File: src/rtl/mdu_iter.sv
// Iterative MIPS multiply/divide unit with architectural HI/LO registers.
// Define MDU_DIV_EN to build the DIV/DIVU datapath; otherwise divides complete immediately as no-ops.
module mdu_iter #(
  parameter int WIDTH = 32
) (
  input  logic             clk,
  input  logic             rst_n,
  input  logic             start,
  input  logic [1:0]       op,
  input  logic [WIDTH-1:0] rs_data,
  input  logic [WIDTH-1:0] rt_data,
  input  logic             mthi,
  input  logic             mtlo,
  output logic             busy,
  output logic             done,
  output logic [WIDTH-1:0] hi,
  output logic [WIDTH-1:0] lo
);

  localparam int CW = $clog2(WIDTH);
  localparam logic [WIDTH-1:0] MIN_NEG = {1'b1, {(WIDTH-1){1'b0}}};

  typedef enum logic [1:0] {IDLE, ITER, FIX} state_t;

  state_t             state;
  logic [CW-1:0]      count;
  logic [WIDTH-1:0]   b_mag;
  logic [2*WIDTH-1:0] acc;
  logic               neg_res;

  logic               signed_op;
  logic [WIDTH-1:0]   a_abs;
  logic [WIDTH-1:0]   b_abs;
  logic [WIDTH:0]     mul_sum;
  logic [2*WIDTH-1:0] mul_next;
  logic [2*WIDTH-1:0] acc_neg;
  logic [WIDTH-1:0]   fix_hi;
  logic [WIDTH-1:0]   fix_lo;

`ifdef MDU_DIV_EN
  logic               is_div;
  logic               neg_rem;
  logic               div_zero;
  logic               div_ovf;
  logic [WIDTH-1:0]   rs_saved;
  logic [2*WIDTH:0]   div_shift;
  logic [WIDTH:0]     div_diff;
  logic [2*WIDTH-1:0] div_next;
`endif

  assign signed_op = ~op[0];
  assign a_abs = (signed_op && rs_data[WIDTH-1]) ? -rs_data : rs_data;
  assign b_abs = (signed_op && rt_data[WIDTH-1]) ? -rt_data : rt_data;

  // acc holds {partial product, remaining multiplier bits} for multiply,
  // and {partial remainder, dividend/quotient bits} for divide.
  always_comb begin
    mul_sum  = {1'b0, acc[2*WIDTH-1:WIDTH]} + {1'b0, b_mag};
    mul_next = acc[0] ? {mul_sum, acc[WIDTH-1:1]} : {1'b0, acc[2*WIDTH-1:1]};
    acc_neg  = -acc;
    fix_hi   = neg_res ? acc_neg[2*WIDTH-1:WIDTH] : acc[2*WIDTH-1:WIDTH];
    fix_lo   = neg_res ? acc_neg[WIDTH-1:0] : acc[WIDTH-1:0];
`ifdef MDU_DIV_EN
    div_shift = {acc, 1'b0};
    div_diff  = div_shift[2*WIDTH:WIDTH] - {1'b0, b_mag};
    div_next  = div_diff[WIDTH] ? div_shift[2*WIDTH-1:0]
                                : {div_diff[WIDTH-1:0], div_shift[WIDTH-1:1], 1'b1};
    if (is_div) begin
      if (div_zero) begin
        fix_hi = rs_saved;
        fix_lo = '1;
      end else if (div_ovf) begin
        fix_hi = '0;
        fix_lo = MIN_NEG;
      end else begin
        fix_lo = neg_res ? -acc[WIDTH-1:0] : acc[WIDTH-1:0];
        fix_hi = neg_rem ? -acc[2*WIDTH-1:WIDTH] : acc[2*WIDTH-1:WIDTH];
      end
    end
`endif
  end

  always_ff @(posedge clk or negedge rst_n) begin
    if (!rst_n) begin
      state   <= IDLE;
      count   <= '0;
      b_mag   <= '0;
      acc     <= '0;
      neg_res <= 1'b0;
      busy    <= 1'b0;
      done    <= 1'b0;
      hi      <= '0;
      lo      <= '0;
`ifdef MDU_DIV_EN
      is_div   <= 1'b0;
      neg_rem  <= 1'b0;
      div_zero <= 1'b0;
      div_ovf  <= 1'b0;
      rs_saved <= '0;
`endif
    end else begin
      done <= 1'b0;
      case (state)
        IDLE: begin
          if (start) begin
`ifdef MDU_DIV_EN
            is_div   <= op[1];
            neg_rem  <= signed_op & rs_data[WIDTH-1];
            div_zero <= (rt_data == '0);
            div_ovf  <= signed_op && (rs_data == MIN_NEG) && (rt_data == '1);
            rs_saved <= rs_data;
`else
            if (op[1]) begin
              done <= 1'b1;
            end else
`endif
            begin
              state   <= ITER;
              busy    <= 1'b1;
              count   <= CW'(WIDTH - 1);
              b_mag   <= b_abs;
              acc     <= {{WIDTH{1'b0}}, a_abs};
              neg_res <= signed_op & (rs_data[WIDTH-1] ^ rt_data[WIDTH-1]);
            end
          end else begin
            if (mthi) hi <= rs_data;
            if (mtlo) lo <= rs_data;
          end
        end
        ITER: begin
`ifdef MDU_DIV_EN
          acc <= is_div ? div_next : mul_next;
`else
          acc <= mul_next;
`endif
          count <= count - 1'b1;
          if (count == '0) state <= FIX;
        end
        FIX: begin
          hi    <= fix_hi;
          lo    <= fix_lo;
          busy  <= 1'b0;
          done  <= 1'b1;
          state <= IDLE;
        end
        default: state <= IDLE;
      endcase
    end
  end

endmodule

File: config.mk
export PLATFORM = sky130hd
export DESIGN_NAME = mdu_iter
export DESIGN_NICKNAME = d
export VERILOG_FILES = /design/src/rtl/mdu_iter.sv
export SDC_FILE = /design/constraint.sdc
export NUM_CORES = 1
export LEC_CHECK = 0
export BUFFER_PORTS_ARGS = -buffer_cell sky130_fd_sc_hd__buf_2
export CAP_MARGIN = 20
export CELL_PAD_IN_SITES_DETAIL_PLACEMENT = 2
export CELL_PAD_IN_SITES_GLOBAL_PLACEMENT = 2
export CORE_MARGIN = 4
export CORE_UTILIZATION = 36
export CTS_CLUSTER_DIAMETER = 120
export DETAILED_ROUTE_END_ITERATION = 10
export HOLD_SLACK_MARGIN = 0.1
export PLACE_DENSITY_LB_ADDON = 0.25
export SETUP_SLACK_MARGIN = 0.02
export SLEW_MARGIN = 10
export SYNTH_ARGS = -nofsm -noshare
export SYNTH_HDL_FRONTEND = slang
export SYNTH_SLANG_ARGS = --single-unit
File: constraint.sdc
create_clock -name clk -period 4.03 [get_ports clk]
set_input_delay 1.209 -clock clk [delete_from_list [all_inputs] [get_ports clk]]
set_output_delay 1.209 -clock clk [all_outputs]
set_load 0.005 [all_outputs]
# Word-level counts from Yosys, hierarchy flattened
# Index checks and enable logic that the tools add are counted.
# totals
reg_bits	170
in_bits	71
out_inout_bits	66
elab_cells	65
# classes
addsub	5
eq_ne	8
muxes	27
bitwise	4
reduce_logical	12
# ops
cell	count
2-to-1 mux 32 bit	8
2-to-1 mux 64 bit	3
case mux 32 bit (2 select lines)	2
case mux 64 bit (2 select lines)	1
negation 32 bit	2
negation 64 bit	1
adder 32 x 32 -> 33 bit	1
AND reduction 3 bit	6
inequality test 2 bit, second input constant	6
2-to-1 mux 5 bit	2
case mux 5 bit (2 select lines)	1
2-to-1 mux 2 bit	3
logical NOT 5 bit	1
subtractor 5 x 1 -> 5 bit, second input constant	1
2-to-1 mux 1 bit	4
case mux 1 bit (2 select lines)	2
case mux 2 bit (2 select lines)	1
nonzero test 2 bit	2
== test 2 x 1 -> 1 bit, second input constant	1
== test 2 bit, second input constant	1
logical AND 1 bit	2
logical NOT 2 bit	1
NOT 1 bit	2
AND 1 bit	1
XOR 1 bit	1

# Longest topological paths before layout
# depth
depth_word	6
depth_mapped	10
ltp_nobuf	10

# Worst setup path after synthesis
# Ideal clock, no wire load.
# synth_timing
kind	input -> register
startpoint	input rs_data[5]
endpoint	register acc[21]
setup_ps	129
arrival_time_ps	3307
t_required_ps	3901
slack_ps	594
stages	8
path_buffers	1
cell_sequence	clkbuf_1 > or4_1 > or3_1 > or3_1 > or3_1 > o31ai_1 > xor2_1 > o21ai_1
# synth_between
elab_chain_len	5
# synth_rtl
element	line	text
start: declaration	10	input logic [WIDTH-1:0] rs_data,
negation 32 bit	52	assign a_abs = (signed_op && rs_data[WIDTH-1]) ? -rs_data : rs_data;
2-to-1 mux 32 bit	52	
2-to-1 mux 64 bit	113	if (op[1]) begin
2-to-1 mux 64 bit	105	if (start) begin
case mux 64 bit (2 select lines)	103	case (state)
end signal: assignment	122	acc <= {{WIDTH{1'b0}}, a_abs};
end signal: assignment	134	acc <= mul_next;
end: declaration	28	logic [2*WIDTH-1:0] acc;
# No other way between the ends. The select of a mux whose other input is x is not followed.
# A chain may end at the register's enable or synchronous reset.

# Worst setup path in the final report
# layout_timing
startpoint	register acc[32]
endpoint	register acc[59]
# layout_between
elab_chain_len	3
# layout_rtl
element	line	text
adder 32 x 32 -> 33 bit	58	mul_sum = {1'b0, acc[2*WIDTH-1:WIDTH]} + {1'b0, b_mag};
2-to-1 mux 64 bit	59	mul_next = acc[0] ? {mul_sum, acc[WIDTH-1:1]} : {1'b0, acc[2*WIDTH-1:1]};
case mux 64 bit (2 select lines)	103	
# No other way between the ends.

==> flow_metrics.py <==
metrics = {
    "clock_network": {
        "clock_sinks": 170,
        "holdBufCountCts": 0,
        "cts_tree": "yes",
        "cts_setup_buffers": 0,
        "clk_pin_slew_ps": 70,
        "insertion_delay_ps": 450,
        "cts_resized": 0,
        "clockBufferDepth": 2,
        "cts-root-buf": "clkbuf_16",
        "cts_max_level": 4,
        "cts_buffers": 17,
    },
    "die": {
        "die-area_um2": 35300,
        "row_count": 65,
        "io_pins": 137,
        "die_w_um": 188,
        "die_h_um": 188,
        "core_area_um2": 31700,
        "initial_core_util_pct": 36.7,
    },
    "hold_path": {
        "min-delay-start": "lo[6]",
        "min_path_type": "reg -> reg",
    },
    "logic_synthesis": {
        "synthCells": 1399,
        "synth-simple-area-share_pct": 18.4,
        "synth_cell_types": 71,
        "ys_warn_count": 0,
        "syn_area_um2": 11600,
        "synth-edff-count": 0,
        "synthAdderAreaFrac_pct": 4.15,
        "ys_ff_latch": 170,
        "muxShareOfSynthArea_pct": 1.20,
        "synth_top_family_by_area": "compound AO/OA/AOI/OAI gates",
        "async_flop_share_pct": 100,
        "netlist_top_cells_area": "dfrtp_1 37%, o21ai_0 7.6%, xnor2_1 5.7%",
        "synth_top_cell_by_area": "dfrtp_1",
        "synth_top_area_share_pct": 36.5,
        "synthFlopType": "dfrtp_1",
        "ys_seq_area_share_pct": 36.5,
        "synth-compound-area-share_pct": 25.6,
        "syn_area_per_cell_um2": 8.32,
        "synth_nets": 1508,
        "synthXorXnorAreaFrac_pct": 10.2,
    },
    "layout": {
        "syn_to_final_growth_pct": 15.0,
        "multi_input_area_um2": 6960,
        "drive_gt1_share_pct": 15.2,
        "layout.nets": 1613,
        "postLayoutCoreUtil_pct": 42.2,
        "ff_latch_area_um2": 4260,
        "final_cell_mix": "175 x o21ai_0, 169 x dfrtp_1, 165 x nand2_1, 135 x buf_2, 105 x a21oi_1",
        "fillCellCount": 3628,
        "fin_area_um2": 13400,
        "final_common_cell": "o21ai_0",
        "diodes": 0,
    },
    "drt": {
        "drtPass1Iterations": 5,
        "drc": 0,
        "dr_total_vias": 11500,
        "wl_per_cell_um": 23.5,
        "vias_per_cell": 5.98,
        "first_iter_violations": 575,
        "drt_wl_total_um": 45200,
        "postRouteAntennaNets": 0,
    },
    "setup_path": {
        "path_delay_family": "compound AO/OA/AOI/OAI gates",
        "crit_start": "acc[32]",
        "cpPeakStageDelay_ps": 840,
        "path_buf_inv": 1,
        "cp-end-kind": "register",
        "reg2reg_from": "acc[32]",
        "critical_path_class": "reg -> reg",
        "path_max_fanout": 6,
        "required_ps": 4360,
        "worstPathArrival_ps": 3770,
        "path_cells": "ha_1 -> inv_1 -> fa_1 -> nor2b_1 -> o2111ai_1 -> a21oi_1 -> o311ai_0 -> a2111oi_0 -> or3_1 -> nand3_1",
        "start_kind": "register",
        "worst_path_max_delay_cell": "a2111oi_0",
    },
    "sta": {
        "slew_viol_final": 0,
        "max_slew.worst_pin.slew_ps": 1020,
        "finalCriticalPeriod_ps": 3440,
        "tns_ps": 0,
        "rsz0062_at_grt": "no",
        "hold-worst-slack_ps": 474,
        "hold_viol_final": 0,
        "fmax_mhz": 291,
        "finalCritPeriodShare_pct": 85.3,
        "setup_violations": 0,
        "skew_ps": 11.4,
        "maxSlewHeadroom_pct": 31.0,
    },
    "power": {
        "swShare_pct": 47.8,
        "p_seq_share_pct": 31.9,
        "powerDensity_nw_per_um2": 807,
        "p_int_w": 0.00564,
        "p_switching_w": 0.00517,
        "p_clk_share_pct": 14.9,
        "irDropWorstVdd_v": 0.000368,
        "leakage_nw": 5.65,
        "combPwrFrac_pct": 53.1,
        "total_power_w": 0.0108,
    },
    "place": {
        "gp_congestion": 0.902,
        "placed_cell_area_um2": 12800,
        "hpwl_um": 33600,
        "port_buffers": 136,
    },
    "global_route": {
        "grt_overflow": 0,
        "grt_pass1_vias": 12400,
        "grt_pass1_wl_um": 71900,
        "grt_antenna_before_repair": 0,
        "grtUsageTotal_pct": 25.5,
        "grt_max_degree": 93,
    },
    "flow_run": {
        "cap_violations": 0,
    },
    "run_status": {
        "run_status": "finished clean",
    },
}
cells by family after synthesis:
group,Yosys count
buffers and inverters,118
multiplexers,14
flip-flops,170
XOR/XNOR,136
AND/OR/NAND/NOR,440
AO/OA/AOI/OAI,483
adder cells (fa/ha/maj),38
cells in the mapped netlist (10+ instances only):
cell / n
nand4_1: 14
o21ai_0: 176
nand2_1: 166
nor3_1: 32
a22oi_1: 61
or3_1: 21
dfrtp_1: 170
a21oi_1: 105
nor2_1: 94
nor2b_1: 10
clkbuf_1: 85
ha_1: 37
inv_1: 29
or4_1: 14
nand3_1: 17
a31oi_1: 10
nor4_1: 19
xnor2_1: 76
xor2_1: 60
mux2i_1: 14
o31ai_1: 31
o22ai_1: 15
per-layer routing:
| layer | share of wire (%) | track usage [%] | wire, um |
|---|---|---|---|
| met5 | 0 | 0 | 0 |
| met4 | 2.7 | 8.33 | 1230 |
| met3 | 3.6 | 3.07 | 1640 |
| met2 | 49 | 44.3 | 22000 |
| met1 | 45 | 33.0 | 20300 |
area by class of cell:
type,count,area share (%)
inverter,29,0.813
multi-input combinational,1111,52.0
clock buffer,24,3.60
clock inverter,7,0.505
sequential,170,31.8
timing repair buffer,175,7.51
tap,402,3.76
registers in the layout, summed over array words and instances (netlist names):
name and cells:
acc 64, b_mag 32, hi 32, lo 32, count 5, state 2
busy 1, done 1, neg_res 1
final timing paths:
check / to / slack (ps) / depth (start not counted)
setup reg to reg: acc[59] / 590 / 10
hold reg to reg: lo[6] / 470 / 2
min in group asynchronous: acc[3] / 690 / 1
setup / recovery: acc[59] / 590 / 10
max in group asynchronous: neg_res / 2440 / 2
hold / removal: lo[6] / 470 / 2
tightest hold or removal path: cells and delay by family, from the launching register on:
kind | cells | cell delay, ps
AOI/OAI and AO/OA | 1 | 60
and+or+nand+nor | 1 | 40
DFF | 1 | 340
stage by stage:
stage	setup slack, ps	cells
after floorplan	594	1399
after global placement	299	1887
after detailed placement	281	1887
after CTS	635	1918
after global routing	433	1918
final	594	1918
power by group through the flow:
stage	clock network (W)	logic (W)	registers, W
2_1_floorplan	0	0.00383	0.00311
3_3_place_gp	0	0.00542	0.00341
3_5_place_dp	0	0.00564	0.00346
4_1_cts	0.00164	0.00576	0.00344
5_1_grt	0.00171	0.00637	0.00357
6_report	0.00161	0.00574	0.00345
Note: power is estimated with default switching activity, not from simulation.
